<file path="src/rtl/mem_access_unit.sv">
// rtl/mem_access_unit.sv - byte-addressed load/store to word memory port with RMW and load extend
// Optional MISALIGN_TRAP_EN: misaligned/reserved-size requests answer with resp_err instead of accessing memory.
module mem_access_unit #(
    parameter int ADDR_W     = 10,
    parameter int RD_LATENCY = 1
) (
    input  logic              clk,
    input  logic              reset,
    input  logic              req_valid,
    output logic              req_ready,
    input  logic              req_write,
    input  logic [1:0]        req_size,
    input  logic              req_signed,
    input  logic [31:0]       req_addr,
    input  logic [31:0]       req_wdata,
    output logic              resp_valid,
    output logic [31:0]       resp_rdata,
    output logic              resp_err,
    output logic [ADDR_W-1:0] mem_address,
    output logic [31:0]       mem_dataIn,
    output logic              mem_memWrite,
    output logic              mem_memRead,
    input  logic [31:0]       mem_dataOut
);

    localparam int CW = (RD_LATENCY > 1) ? $clog2(RD_LATENCY) : 1;
    localparam logic [CW-1:0] LAST_RD = CW'(RD_LATENCY - 1);

    typedef enum logic [1:0] {IDLE, READ, WRITE, RESP} stateType;

    stateType          state, nextState;
    logic              writeReg, signedReg, errReg, trapReq;
    logic [1:0]        sizeReg;
    logic [ADDR_W+1:0] addrReg, alignedAddr;
    logic [31:0]       wdataReg, rdWord, mergedWord, loadData;
    logic [CW-1:0]     latCnt;
    logic [7:0]        laneByte;
    logic [15:0]       laneHalf;
    logic              unusedAddrBits;

    assign unusedAddrBits = ^req_addr[31:ADDR_W+2];

    // Misaligned requests are silently aligned down unless trapping is enabled
    always_comb begin
        alignedAddr = req_addr[ADDR_W+1:0];
        case (req_size)
            2'b00:   ;
            2'b01:   alignedAddr[0] = 1'b0;
            default: alignedAddr[1:0] = 2'b00;
        endcase
    end

`ifdef MISALIGN_TRAP_EN
    assign trapReq = (req_size == 2'b01 && req_addr[0]) ||
                     (req_size == 2'b10 && req_addr[1:0] != 2'b00) ||
                     (req_size == 2'b11);
`else
    assign trapReq = 1'b0;
`endif

    always_comb begin
        nextState = state;
        case (state)
            IDLE: begin
                if (req_valid) begin
                    if (trapReq)
                        nextState = RESP;
                    else if (req_write && req_size[1])
                        nextState = WRITE;
                    else
                        nextState = READ;
                end
            end
            READ: begin
                if (latCnt == LAST_RD)
                    nextState = writeReg ? WRITE : RESP;
            end
            WRITE:   nextState = RESP;
            RESP:    nextState = IDLE;
            default: nextState = IDLE;
        endcase
    end

    always_ff @(posedge clk or posedge reset) begin
        if (reset) begin
            state     <= IDLE;
            writeReg  <= 1'b0;
            signedReg <= 1'b0;
            errReg    <= 1'b0;
            sizeReg   <= 2'b00;
            addrReg   <= '0;
            wdataReg  <= 32'd0;
            rdWord    <= 32'd0;
            latCnt    <= '0;
        end else begin
            state <= nextState;
            if (state == IDLE && req_valid) begin
                writeReg  <= req_write;
                signedReg <= req_signed;
                sizeReg   <= req_size;
                addrReg   <= alignedAddr;
                wdataReg  <= req_wdata;
                errReg    <= trapReq;
                latCnt    <= '0;
            end
            if (state == READ) begin
                latCnt <= latCnt + CW'(1);
                if (latCnt == LAST_RD)
                    rdWord <= mem_dataOut;
            end
        end
    end

    always_comb begin
        mergedWord = rdWord;
        case (sizeReg)
            2'b00:   mergedWord[{addrReg[1:0], 3'b000} +: 8] = wdataReg[7:0];
            2'b01:   mergedWord[{addrReg[1], 4'b0000} +: 16] = wdataReg[15:0];
            default: mergedWord = wdataReg;
        endcase
    end

    always_comb begin
        case (addrReg[1:0])
            2'b00:   laneByte = rdWord[7:0];
            2'b01:   laneByte = rdWord[15:8];
            2'b10:   laneByte = rdWord[23:16];
            default: laneByte = rdWord[31:24];
        endcase
        laneHalf = addrReg[1] ? rdWord[31:16] : rdWord[15:0];
        case (sizeReg)
            2'b00:   loadData = {{24{signedReg & laneByte[7]}}, laneByte};
            2'b01:   loadData = {{16{signedReg & laneHalf[15]}}, laneHalf};
            default: loadData = rdWord;
        endcase
    end

    // Strobes decode straight from state so an asynchronous reset drops them at once
    assign req_ready    = (state == IDLE);
    assign mem_memRead  = (state == READ);
    assign mem_memWrite = (state == WRITE);
    assign mem_address  = addrReg[ADDR_W+1:2];
    assign mem_dataIn   = (state == WRITE) ? mergedWord : 32'd0;
    assign resp_valid   = (state == RESP);
    assign resp_err     = (state == RESP) && errReg;
    assign resp_rdata   = (state == RESP && !writeReg && !errReg) ? loadData : 32'd0;

endmodule
</file>
<file path="config.mk">
export PLATFORM = sky130hd
export DESIGN_NAME = mem_access_unit
export DESIGN_NICKNAME = d
export VERILOG_FILES = /design/src/rtl/mem_access_unit.sv
export SDC_FILE = /design/constraint.sdc
export NUM_CORES = 1
export LEC_CHECK = 0
export ABC_AREA = 1
export CELL_PAD_IN_SITES_DETAIL_PLACEMENT = 0
export CELL_PAD_IN_SITES_GLOBAL_PLACEMENT = 1
export CORE_UTILIZATION = 35
export CTS_CLUSTER_DIAMETER = 80
export DETAILED_ROUTE_END_ITERATION = 10
export PLACE_DENSITY = 0.95
export SKIP_LAST_GASP = 1
export SLEW_MARGIN = 25
export SYNTH_ARGS = -nofsm -noshare
export SYNTH_HDL_FRONTEND = slang
export SYNTH_SLANG_ARGS = --single-unit
</file>
<file path="constraint.sdc">
create_clock -name clk -period 9.4 [get_ports clk]
set_clock_uncertainty 0.1 [all_clocks]
set_input_delay 2.82 -clock clk [delete_from_list [all_inputs] [get_ports clk]]
set_output_delay 2.82 -clock clk [all_outputs]
set_load 0.01 [all_outputs]
</file>
==> out/metrics.csv <==
stage,metric,value,unit
synthesis,syn-num-nets,972,
global_routing,grt_pass1_vias,5566,
die,ios,182,
synthesis,ys_types,29,
synthesis,ys_seq_elements,83,
outcome,status,"complete, no violations",
sta,setup_viol,0,
synthesis,avgSynthCellArea,6.729,um^2
sta,finalHoldViolCount,0,
synthesis,postSynth.asyncResetShare,1.000,
global_routing,antenna_found_initial,0,
detailed_routing,drt_iter0_markers,605,
cts,cts_root_buf,clkbuf_16,
setup_path,rrSetupSlack,7.32,ns
cells_and_area,design_area,7647,um^2
synthesis,synth_edf_count,0,
placed_design,place_area,7332,um^2
cells_and_area,nets,1083,
sta,slew_violations,0,
setup_path,arrival,3.66,ns
global_routing,grt_pass1_wl,30.47,mm
synthesis,ys_top_cells_by_area,"dfrtp_1 (36%), nand2_1 (15%), a21oi_1 (9.7%), o21ai_0 (9.4%), nor2_1 (5.8%)",
synthesis,synth-main-ff-cell,dfrtp_1,
cts,holdBufCountCts,0,
die,die_w,130.5,um
detailed_routing,wirelength,19.51,mm
worst_hold_path,min_to,addrReg[3],
setup_path,startpoint_type,flip-flop,
power_and_ir_drop,powerDensity,329.3,nW/um^2
cts,ctsHtreeMaxLevel,3,
global_routing,grt_use_total,0.2374,
cts,path_clk_slew,0.07,ns
die,die_y,130.5,um
setup_path,end_kind,output port,
setup_path,reg2reg_to,wdataReg[5],
synthesis,seq_area_frac_synth,0.3593,
setup_path,worst-setup-path-type,flip-flop to output port,
cts,clk_latency,0.35,ns
power_and_ir_drop,ir_drop,0.0001106,V
cts,cts.sinks,83,
die,coreArea,16000,um^2
cts,cts_tree,built,
setup_path,r2r_cells,7,
detailed_routing,via_per_inst,5.067,
worst_hold_path,min_path_type,flip-flop to flip-flop,
placed_design,dp_hpwl,13.85,mm
flow_run,drv_cap,0,
die,start_util,0.3613,
cells_and_area,diodes,0,
detailed_routing,first_pass_iters,5,
cts,cts_resized,0,
global_routing,grt_overflow,0,
synthesis,synth_area_leader_cell,dfrtp_1,
die,rows,46,
sta,fin_setup_tns,0,ns
sta,worst_hold_slack,0.3789,ns
cts,cts_buffer_depth,2,
synthesis,syn-instance-count,859,
power_and_ir_drop,leakagePower,3.292,nW
detailed_routing,drc,0,
cells_and_area,drive_above_1_share,0.05026,
synthesis,synth_top_area_share,0.3593,
sta,max_freq,152.0,MHz
synthesis,syn-cell-area,5781,um^2
detailed_routing,wl_per_cell,16.38,um
detailed_routing,route.vias.total,6035,
setup_path,r2r_start,state[0],
setup_path,crit_fanout,65,
detailed_routing,detail-route-antenna-nets,0,
cells_and_area,syn2layout_area_growth,32.29,%
global_routing,grt_max_degree,66,
sta,period_needed,6.580,ns
synthesis,yosysWarnings,0,
cells_and_area,fill_cells,1631,
worst_hold_path,hp-start,addrReg[3],
placed_design,routabilityCongestion,0.9018,
sta,min_period_over_period,0.7000,
placed_design,io_buffers,160,
sta,grt_setup_unrepaired,no,
worst_hold_path,holdPathStages,2,
die,dieArea,17030,um^2
cts,cts-buffers-inserted,9,
setup_path,crit_required,6.48,ns
sta,relSlewSlack,0.3646,
cts,cts_setup_buffers,0,
sta,tightest_slew,0.9520,ns
==> report_power, final <==
| part | internal (mW) | switching (mW) | leakage (nW) |
|---|---|---|---|
| clock | 0.228 | 0.147 | 0.148 |
| sequential | 0.533 | 0.171 | 0.988 |
| combinational | 0.540 | 0.900 | 2.16 |
==> area by class of cell <==
cell class / instances / area, um^2 / share of cell area
clock buffer: 13 / 270.3 / 0.03534
clock inverter: 3 / 45.04 / 0.005890
inverter: 64 / 246.5 / 0.03223
multi-input combinational: 645 / 3084 / 0.4033
sequential: 83 / 2077 / 0.2716
tap: 216 / 270.3 / 0.03534
timing repair buffer: 167 / 1654 / 0.2163
==> flip-flops by register name (all words and copies together) (netlist names) <==
signal / count
rdWord: 32
wdataReg: 32
addrReg: 12
sizeReg: 2
state: 2
latCnt: 1
signedReg: 1
writeReg: 1
==> synthesized netlist by cell type (all sizes together), types with 7 or more instances <==
master,n
a21oi,117
ha,10
buf,42
nand3,40
clkbuf,25
a21boi,10
nor3,8
mux2,7
inv,61
o21ai,115
o211ai,8
nor2,94
nand2,228
dfrtp,83
==> how the worst max path moves through the flow <==
stage / startpoint / endpoint / slack [ns] / depth (start not counted)
after global placement: addrReg[1] / mem_dataIn[0] / 3.26 / 9
final: addrReg[1] / resp_rdata[12] / 2.82 / 9
after detailed placement: addrReg[1] / mem_dataIn[0] / 3.26 / 9
after global routing: addrReg[1] / resp_rdata[9] / 2.62 / 10
after CTS: addrReg[1] / mem_dataIn[0] / 2.87 / 9
after floorplan: reset / addrReg[0] / 4.34 / 1
==> critical path: stages, from the launching register on <==
cell and delay [ns]:
dfrtp_1 0.33, buf_4 0.52, ha_1 0.84, nand2_1 0.15, nand2_1 0.09, inv_1 0.04, nand2_1 0.11, nand3_4 0.28
a21oi_1 0.32, clkdlybuf4s50_1 0.58
==> stage by stage <==
stage,setup WS (ns),std cells,total power [mW],utilization
finish,2.820,1191,2.518,0.4779
global route,2.616,1191,2.730,0.4779
CTS,2.870,1191,2.518,0.4779
detailed placement,3.261,1175,2.131,0.4582
global placement,3.257,1175,2.109,0.4582
floorplan,4.343,859,1.634,-
==> cell families (layout without fill, tap and decap cells) <==
| group | Yosys count | after routing | share of synthesized area |
|---|---|---|---|
| flops | 83 | 83 | 0.3593 |
| mux | 7 | 7 | 0.01364 |
| buf+inv | 131 | 247 | 0.1076 |
| simple gates | 370 | 370 | 0.2619 |
| other cells | 1 | 1 | 0.0006487 |
| fa+ha+maj | 10 | 10 | 0.02165 |
| compound gates | 257 | 257 | 0.2353 |
==> layout by cell type (no fill, tap or decap), types with 6 or more instances in the layout <==
master	count
nand2_1	225
clkdlybuf4s50_1	160
a21oi_1	112
o21ai_0	109
nor2_1	89
dfrtp_1	83
inv_1	56
nand3_1	39
ha_1	10
clkbuf_16	9
nor3_1	8
o211ai_1	8
mux2_2	7
buf_4	7
o21ai_1	6
a21boi_1	6
==> metal layers <==
layer	GRT usage	part of all wire
met4	0.07437	0.016
met1	0.3478	0.47
met3	0.03827	0.079
met5	0	0
met2	0.3557	0.43
(Power assumes the default switching activity.)
